[src/rtl/frequency_meter_if.sv]
// Result bundle from the frequency meter towards its CSR wrapper.
// The meter drives every field; the CSR side only observes.
interface frequency_meter_if #(
  parameter int COUNT_WIDTH = 16
);
  logic [COUNT_WIDTH-1:0] measuredCount;
  logic                   measureValid;
  logic                   countOverflow;
  logic [COUNT_WIDTH-1:0] lastPeriod;
  logic                   periodValid;
  logic                   periodOverflow;

  modport master (
    output measuredCount, measureValid, countOverflow,
    output lastPeriod, periodValid, periodOverflow
  );

  modport slave (
    input measuredCount, measureValid, countOverflow,
    input lastPeriod, periodValid, periodOverflow
  );
endinterface

[src/rtl/frequency_meter.sv]
// Frequency meter: counts synchronized rising edges of signalIn per gate window
// and measures the spacing of the last two edges, both in inputCLK cycles.
module frequency_meter #(
  parameter int GATE_CYCLES = 1000,
  parameter int GATE_WIDTH  = 10,
  parameter int COUNT_WIDTH = 16
) (
  input  logic              inputCLK,
  input  logic              reset,
  input  logic              signalIn,
  frequency_meter_if.master res_o
);

  localparam logic [GATE_WIDTH-1:0]  GATE_LAST = GATE_WIDTH'(GATE_CYCLES - 1);
  localparam logic [COUNT_WIDTH-1:0] CNT_MAX   = {COUNT_WIDTH{1'b1}};
  localparam logic [COUNT_WIDTH-1:0] CNT_ONE   = COUNT_WIDTH'(1);

  logic                   s1_q, s2_q, s3_q;
  logic                   edge_s, win_end_s;
  logic [GATE_WIDTH-1:0]  gate_q, gate_d;
  logic [COUNT_WIDTH-1:0] edge_cnt_q, edge_cnt_d, cnt_inc_s;
  logic                   edge_sat_q, edge_sat_d, sat_inc_s;
  logic [COUNT_WIDTH-1:0] measured_q, measured_d;
  logic                   mvalid_q, mvalid_d;
  logic                   covf_q, covf_d;
  logic [COUNT_WIDTH-1:0] period_cnt_q, period_cnt_d;
  logic                   per_sat_q, per_sat_d;
  logic                   armed_q, armed_d;
  logic [COUNT_WIDTH-1:0] last_period_q, last_period_d;
  logic                   pvalid_q, pvalid_d;
  logic                   povf_q, povf_d;

  // Two-flop synchronizer plus history flop for rising-edge detection.
  always_ff @(posedge inputCLK or posedge reset) begin
    if (reset) begin
      s1_q <= 1'b0;
      s2_q <= 1'b0;
      s3_q <= 1'b0;
    end else begin
      s1_q <= signalIn;
      s2_q <= s1_q;
      s3_q <= s2_q;
    end
  end

  assign edge_s    = s2_q & ~s3_q;
  assign win_end_s = (gate_q == GATE_LAST);

  // Next-state logic for the gate, edge-count and period paths.
  always_comb begin
    gate_d        = win_end_s ? {GATE_WIDTH{1'b0}} : gate_q + GATE_WIDTH'(1);
    measured_d    = measured_q;
    covf_d        = covf_q;
    mvalid_d      = 1'b0;
    last_period_d = last_period_q;
    povf_d        = povf_q;
    pvalid_d      = 1'b0;
    armed_d       = armed_q;

    if (edge_s) begin
      if (edge_cnt_q == CNT_MAX) begin
        cnt_inc_s = edge_cnt_q;
        sat_inc_s = 1'b1;
      end else begin
        cnt_inc_s = edge_cnt_q + CNT_ONE;
        sat_inc_s = edge_sat_q;
      end
    end else begin
      cnt_inc_s = edge_cnt_q;
      sat_inc_s = edge_sat_q;
    end

    // The window-end edge is already folded into cnt_inc_s, so it closes with this window.
    if (win_end_s) begin
      measured_d = cnt_inc_s;
      covf_d     = sat_inc_s;
      mvalid_d   = 1'b1;
      edge_cnt_d = {COUNT_WIDTH{1'b0}};
      edge_sat_d = 1'b0;
    end else begin
      edge_cnt_d = cnt_inc_s;
      edge_sat_d = sat_inc_s;
    end

    if (edge_s) begin
      period_cnt_d = CNT_ONE;
      per_sat_d    = 1'b0;
      armed_d      = 1'b1;
      if (armed_q) begin
        last_period_d = period_cnt_q;
        povf_d        = per_sat_q;
        pvalid_d      = 1'b1;
      end else begin
        last_period_d = last_period_q;
      end
    end else if (period_cnt_q == CNT_MAX) begin
      period_cnt_d = period_cnt_q;
      per_sat_d    = 1'b1;
    end else begin
      period_cnt_d = period_cnt_q + CNT_ONE;
      per_sat_d    = per_sat_q;
    end
  end

  // State and result registers.
  always_ff @(posedge inputCLK or posedge reset) begin
    if (reset) begin
      gate_q        <= {GATE_WIDTH{1'b0}};
      edge_cnt_q    <= {COUNT_WIDTH{1'b0}};
      edge_sat_q    <= 1'b0;
      measured_q    <= {COUNT_WIDTH{1'b0}};
      mvalid_q      <= 1'b0;
      covf_q        <= 1'b0;
      period_cnt_q  <= {COUNT_WIDTH{1'b0}};
      per_sat_q     <= 1'b0;
      armed_q       <= 1'b0;
      last_period_q <= {COUNT_WIDTH{1'b0}};
      pvalid_q      <= 1'b0;
      povf_q        <= 1'b0;
    end else begin
      gate_q        <= gate_d;
      edge_cnt_q    <= edge_cnt_d;
      edge_sat_q    <= edge_sat_d;
      measured_q    <= measured_d;
      mvalid_q      <= mvalid_d;
      covf_q        <= covf_d;
      period_cnt_q  <= period_cnt_d;
      per_sat_q     <= per_sat_d;
      armed_q       <= armed_d;
      last_period_q <= last_period_d;
      pvalid_q      <= pvalid_d;
      povf_q        <= povf_d;
    end
  end

  assign res_o.measuredCount  = measured_q;
  assign res_o.measureValid   = mvalid_q;
  assign res_o.countOverflow  = covf_q;
  assign res_o.lastPeriod     = last_period_q;
  assign res_o.periodValid    = pvalid_q;
  assign res_o.periodOverflow = povf_q;

endmodule

[src/flat_wrapper.sv]
// flat-port wrapper written by rule: the top's interface ports become plain ports
module frequency_meter_flat 
#(
  parameter int GATE_CYCLES = 1000,
  parameter int GATE_WIDTH  = 10,
  parameter int COUNT_WIDTH = 16
)
  (inputCLK, reset, signalIn, res_o_measuredCount, res_o_measureValid, res_o_countOverflow, res_o_lastPeriod, res_o_periodValid, res_o_periodOverflow);
  frequency_meter_if #(.COUNT_WIDTH(COUNT_WIDTH)) res_o_i ();
  input  logic inputCLK;
  input  logic reset;
  input  logic signalIn;
  output wire logic [$bits(res_o_i.measuredCount)-1:0] res_o_measuredCount;
  output wire logic [$bits(res_o_i.measureValid)-1:0] res_o_measureValid;
  output wire logic [$bits(res_o_i.countOverflow)-1:0] res_o_countOverflow;
  output wire logic [$bits(res_o_i.lastPeriod)-1:0] res_o_lastPeriod;
  output wire logic [$bits(res_o_i.periodValid)-1:0] res_o_periodValid;
  output wire logic [$bits(res_o_i.periodOverflow)-1:0] res_o_periodOverflow;
  assign res_o_measuredCount = res_o_i.measuredCount;
  assign res_o_measureValid = res_o_i.measureValid;
  assign res_o_countOverflow = res_o_i.countOverflow;
  assign res_o_lastPeriod = res_o_i.lastPeriod;
  assign res_o_periodValid = res_o_i.periodValid;
  assign res_o_periodOverflow = res_o_i.periodOverflow;
  frequency_meter #(.GATE_CYCLES(GATE_CYCLES), .GATE_WIDTH(GATE_WIDTH), .COUNT_WIDTH(COUNT_WIDTH)) u_core (.inputCLK(inputCLK), .reset(reset), .signalIn(signalIn), .res_o(res_o_i));
endmodule
[config.mk]
export PLATFORM = sky130hd
export DESIGN_NAME = frequency_meter_flat
export DESIGN_NICKNAME = d
export VERILOG_FILES = /design/src/rtl/frequency_meter_if.sv /design/src/rtl/frequency_meter.sv /design/src/flat_wrapper.sv
export SDC_FILE = /design/constraint.sdc
export NUM_CORES = 1
export LEC_CHECK = 0
export ABC_AREA = 1
export BUFFER_PORTS_ARGS = -buffer_cell sky130_fd_sc_hd__buf_4
export CAP_MARGIN = 20
export CORE_MARGIN = 4
export CORE_UTILIZATION = 53
export DETAILED_ROUTE_END_ITERATION = 12
export GPL_ROUTABILITY_DRIVEN = 0
export PLACE_DENSITY = 0.75
export RECOVER_POWER = 50
export SLEW_MARGIN = 20
export SYNTH_ARGS = -nofsm -noshare
export SYNTH_HDL_FRONTEND = slang
export SYNTH_SLANG_ARGS = --single-unit
[constraint.sdc]
create_clock -name inputCLK -period 2.1 [get_ports inputCLK]
set_input_delay 0.105 -clock inputCLK [delete_from_list [all_inputs] [get_ports inputCLK]]
set_output_delay 0.105 -clock inputCLK [all_outputs]
set_load 0.05 [all_outputs]
-- Word-level counts from Yosys, hierarchy flattened
Index checks and enable logic that the tools add are counted.
- input port bits: 3
- output and inout bits: 36
- flip-flop bits (word level): 84
- $add $sub $neg: 3
- reductions and logical operators: 2
- equality and inequality tests: 4
- bitwise gates (word level): 2
- muxes and demuxes: 14
- operators with widths (operator ; number):
    2-to-1 mux 16 bit ; 5
    adder 16 x 1 -> 16 bit (second input constant) ; 2
    == test 16 bit (second input constant) ; 2
    adder 10 x 1 -> 10 bit (second input constant) ; 1
    == test 10 bit (second input constant) ; 1
    2-to-1 mux 10 bit ; 1
    2-to-1 mux 1 bit ; 8
    inequality test 2 x 1 -> 1 bit (second input constant) ; 1
    AND reduction 2 bit ; 1
    nonzero test 2 bit ; 1
    AND 1 bit ; 1
    inverter 1 bit ; 1

-- Depth between registers and ports, before layout
- depth in word-level cells: 4
- mapped depth: 11
- mapped depth without buffers: 10

-- Worst setup path before layout
OpenSTA, ideal clock, no wires.
- kind: input port to flip-flop
- start: input port u_core.edge_cnt_q[0]
- end: register u_core.measured_q[4] (netlist: u_core.res_o.measuredCount[4])
- required time: 1.982 ns
- arrival time: 1.289 ns
- path slack: 0.693 ns
- setup time: 0.118 ns
- stages: 10
- path buffers: 1
- cell sequence: dfrtp_1 ha_1 nand2_2 nor2_4 nand2_4 nor2_4 buf_6 o21bai_1 nand3_1 nand2_1
- longest elaborated chain between the ends: 3
- elaborated cells between the ends (all ways): 4
- ends and longest elaborated chain (item ; line ; RTL):
    start, declared ; frequency_meter.sv:21 ; logic [COUNT_WIDTH-1:0] edge_cnt_q, edge_cnt_d, cnt_inc_s;
    adder 16 x 1 -> 16 bit / == test 16 bit (equally long branches) ; frequency_meter.sv:65, frequency_meter.sv:61 ;
    2-to-1 mux 16 bit (*) ; frequency_meter.sv:61 ; if (edge_cnt_q == CNT_MAX) begin
    2-to-1 mux 16 bit (*) ; frequency_meter.sv:60 ; if (edge_s) begin
    end signal, assigned ; frequency_meter.sv:111 ; measured_q <= {COUNT_WIDTH{1'b0}};
    end signal, assigned ; frequency_meter.sv:124 ; measured_q <= measured_d;
    end, declared ; frequency_meter.sv:23 ; logic [COUNT_WIDTH-1:0] measured_q, measured_d;
Mark *: on every way between the ends. The rest lies on a longest branch, timed or not.
A chain may end at the register's enable or synchronous reset.

-- Worst setup path after layout
- start: input port u_core.edge_cnt_q[0]
- end: register u_core.measured_q[15] (netlist: u_core.res_o.measuredCount[15])
The elaborated chain is that of the path after synthesis.

==> out/summary.txt <==
Largest fanout on the critical path: 12
Setup TNS: 0 ns
Dpl hpwl: 5940 um
Peak supply drop: 0.471 mV
Post-Syn Nets: 496
Final setup violation count: 0
Die X-Extent: 95.1 um
Most frequent cells in the layout: nand2_1 (152), dfrtp_1 (84), inv_1 (52)
Total wire length: 8200 um
Count of different cell masters after synthesis: 29
Seq/Total Area, Yosys: 0.523
Slew Viols, Final: 0
Register bit total from synthesis: 84
Skew-Pair Late Insertion Delay: 0.35 ns
Mean post-synth cell area: 8.20 um^2
Die footprint: 9030 um^2
Clk sinks: 84
Clk root buf: clkbuf_8
Final Skew: 0.00679 ns
1st-pass router iterations: 4
DR vias/cell: 5.05
Area of the core: 7290 um^2
DRC: 0
Vias in the first global route: 3209
Max-Cap Viols: 0
Inserted Diodes: 0
H-tree depth: 3
CTS-repair resized insts: 0
Fin. Hold Viols: 0
Ys Warns: 0
Initial Util: 0.551
Initial antenna violation count: 0
CTS tree: yes
Slew HR: 0.453
Mean routed wirelength per cell: 12.8 um
Kind of end point of the critical path: flop
Area growth syn-to-layout: 14.0%
Syn Std Cell Area: 4020 um^2
Via count: 3224
Die H: 95.1 um
FP Rows: 31
Final nets: 542
Share of layout cells above drive strength 1: 0.143
Worst Path Arrival: 2.07 ns
Outcome: finished, final reports clean
Slew @ Worst Pin: 0.817 ns
Clock period minus worst slack: 1.78 ns
Setup bufs post-CTS: 0
WP data required: 2.39 ns
Commonest non-fill, non-tap cell in the layout: nand2_1
Clock transition at path regs: 0.08 ns
Setup crit start kind: flop
Lkg Pwr: 0.00229 uW
Initial DRC count: 112
Mapped Cells: 490
HP Class: reg -> reg
Worst Hold Slack: 0.350 ns
Port-buffer cells: 38
Critical path class: reg -> reg
Synth area leader: dfrtp_1
Overall Global Routing Usage: 0.204
Gr ovfl total: 0
Max clock buf depth: 2
Period utilisation layout: 0.848
Largest net degree at the start of global routing: 54
Power per cell area: 787 nW/um^2
Io pins: 39
Largest cells by area after synthesis: dfrtp_1 (52%), nand2_1 (14%), inv_1 (5.0%)
RSZ-0062 raised after global routing: no
F_max: 562 MHz
CTS buffer count: 9
DRT antenna net count: 0
Yosys top cell area share: 0.523
First-pass GRT wire length: 14500 um
[final timing paths]
path / start / to / slack [ns] / cells past startpoint
min in group asynchronous: reset / u_core.s1_q$_DFF_PP0_ / 0.43 / 3
max reg2reg: u_core.edge_cnt_q[0]$_DFF_PP0_ / u_core.res_o.measuredCount[15]$_DFFE_PP0P_ / 0.32 / 9
max in group asynchronous: reset / u_core.edge_cnt_q[7]$_DFF_PP0_ / 0.47 / 4
min: u_core.s1_q$_DFF_PP0_ / u_core.s2_q$_DFF_PP0_ / 0.35 / 0
max: u_core.edge_cnt_q[0]$_DFF_PP0_ / u_core.res_o.measuredCount[15]$_DFFE_PP0P_ / 0.32 / 9
min reg2reg: u_core.s1_q$_DFF_PP0_ / u_core.s2_q$_DFF_PP0_ / 0.35 / 0
[through the flow]
step                 util  setup slack [ns]  power, uW  instance area (um^2)  cells
finish              0.628             0.320       3600                  4580    639
global route        0.628             0.123       3800                  4580    639
CTS                 0.637             0.332       3660                  4650    639
detailed placement  0.607             0.349       2420                  4420    622
global placement    0.607             0.407       2400                  4420    622
floorplan               -             0.693       2270                  4020    490
[kinds of logic after synthesis]
group                    count (synthesis)  share of synthesized area
buffers and inverters                   66                     0.0692
AO/OA/AOI/OAI                           48                     0.0670
XOR/XNOR                                 3                    0.00654
flip-flops                              84                      0.523
AND/OR/NAND/NOR                        286                      0.325
adder cells (fa/ha/maj)                  3                    0.00935
[timing repair]
| action | in CTS | in global routing |
|---|---|---|
| hold buffers | 2 | 0 |
| hold endpoints to repair | 18 | 0 |
| endpoints found under the setup margin | 0 | 0 |
[synth_stat cells]
library cell  number
nand4_1           13
nor3_2             1
buf_6              3
o21a_1             1
nand3_1           35
a21oi_1            8
o21bai_1           5
nor2_4             8
nand4_2            1
dfrtp_1           84
nand2_2            8
nand2_1          152
buf_2              3
o21ai_0           23
o31ai_1            2
ha_1               3
o21ai_1            4
xor2_1             3
nor3_1            10
o21ai_2            1
nand3_2            1
nor2_1            45
inv_1             53
or2_2              1
a31oi_1            4
nor2_2             9
nand2_4            2
buf_4              1
clkbuf_1           6
[state kept, by name (all words and copies together) (netlist names), 10 cells and up]
register / cells
u_core.period_cnt_q: 16
u_core.edge_cnt_q: 16
u_core.gate_q: 10
u_core.res_o.lastPeriod: 16
u_core.res_o.measuredCount: 16
[power breakdown]
group          leakage [uW]  switching (uW)  internal (uW)
logic               0.00107             367            158
clock network      0.000104             564            667
registers           0.00112             116           1730
total               0.00229            1050           2560
[worst max-delay path: stages, from the launching register on]
cell and delay [ns]:
dfrtp_1 0.40, ha_1 0.21, nand2_2 0.08, nor2_4 0.16, nand2_4 0.08, nor2_4 0.33
nand2_1 0.20, nand3_1 0.15, nand2_1 0.06, nand2_1 0.06
[layer usage]
metal | track usage | vias to the layer above | part of all wire
met2 | 0.345 | 54 | 0.51
met5 | 0 | - | 0
met4 | 0.0769 | 0 | 0.013
met1 | 0.257 | 1518 | 0.45
met3 | 0.0426 | 11 | 0.035
li1 | - | 1641 | -
[cell type report]
cell class	instances	area (um^2)
sequential	84	2100
clock inverter	4	73.8
timing repair buffer	48	309
tap	99	124
inverter	53	200
multi-input combinational	340	1640
clock buffer	11	131
fill	677	2720
Power figures use the tool's default switching activity.
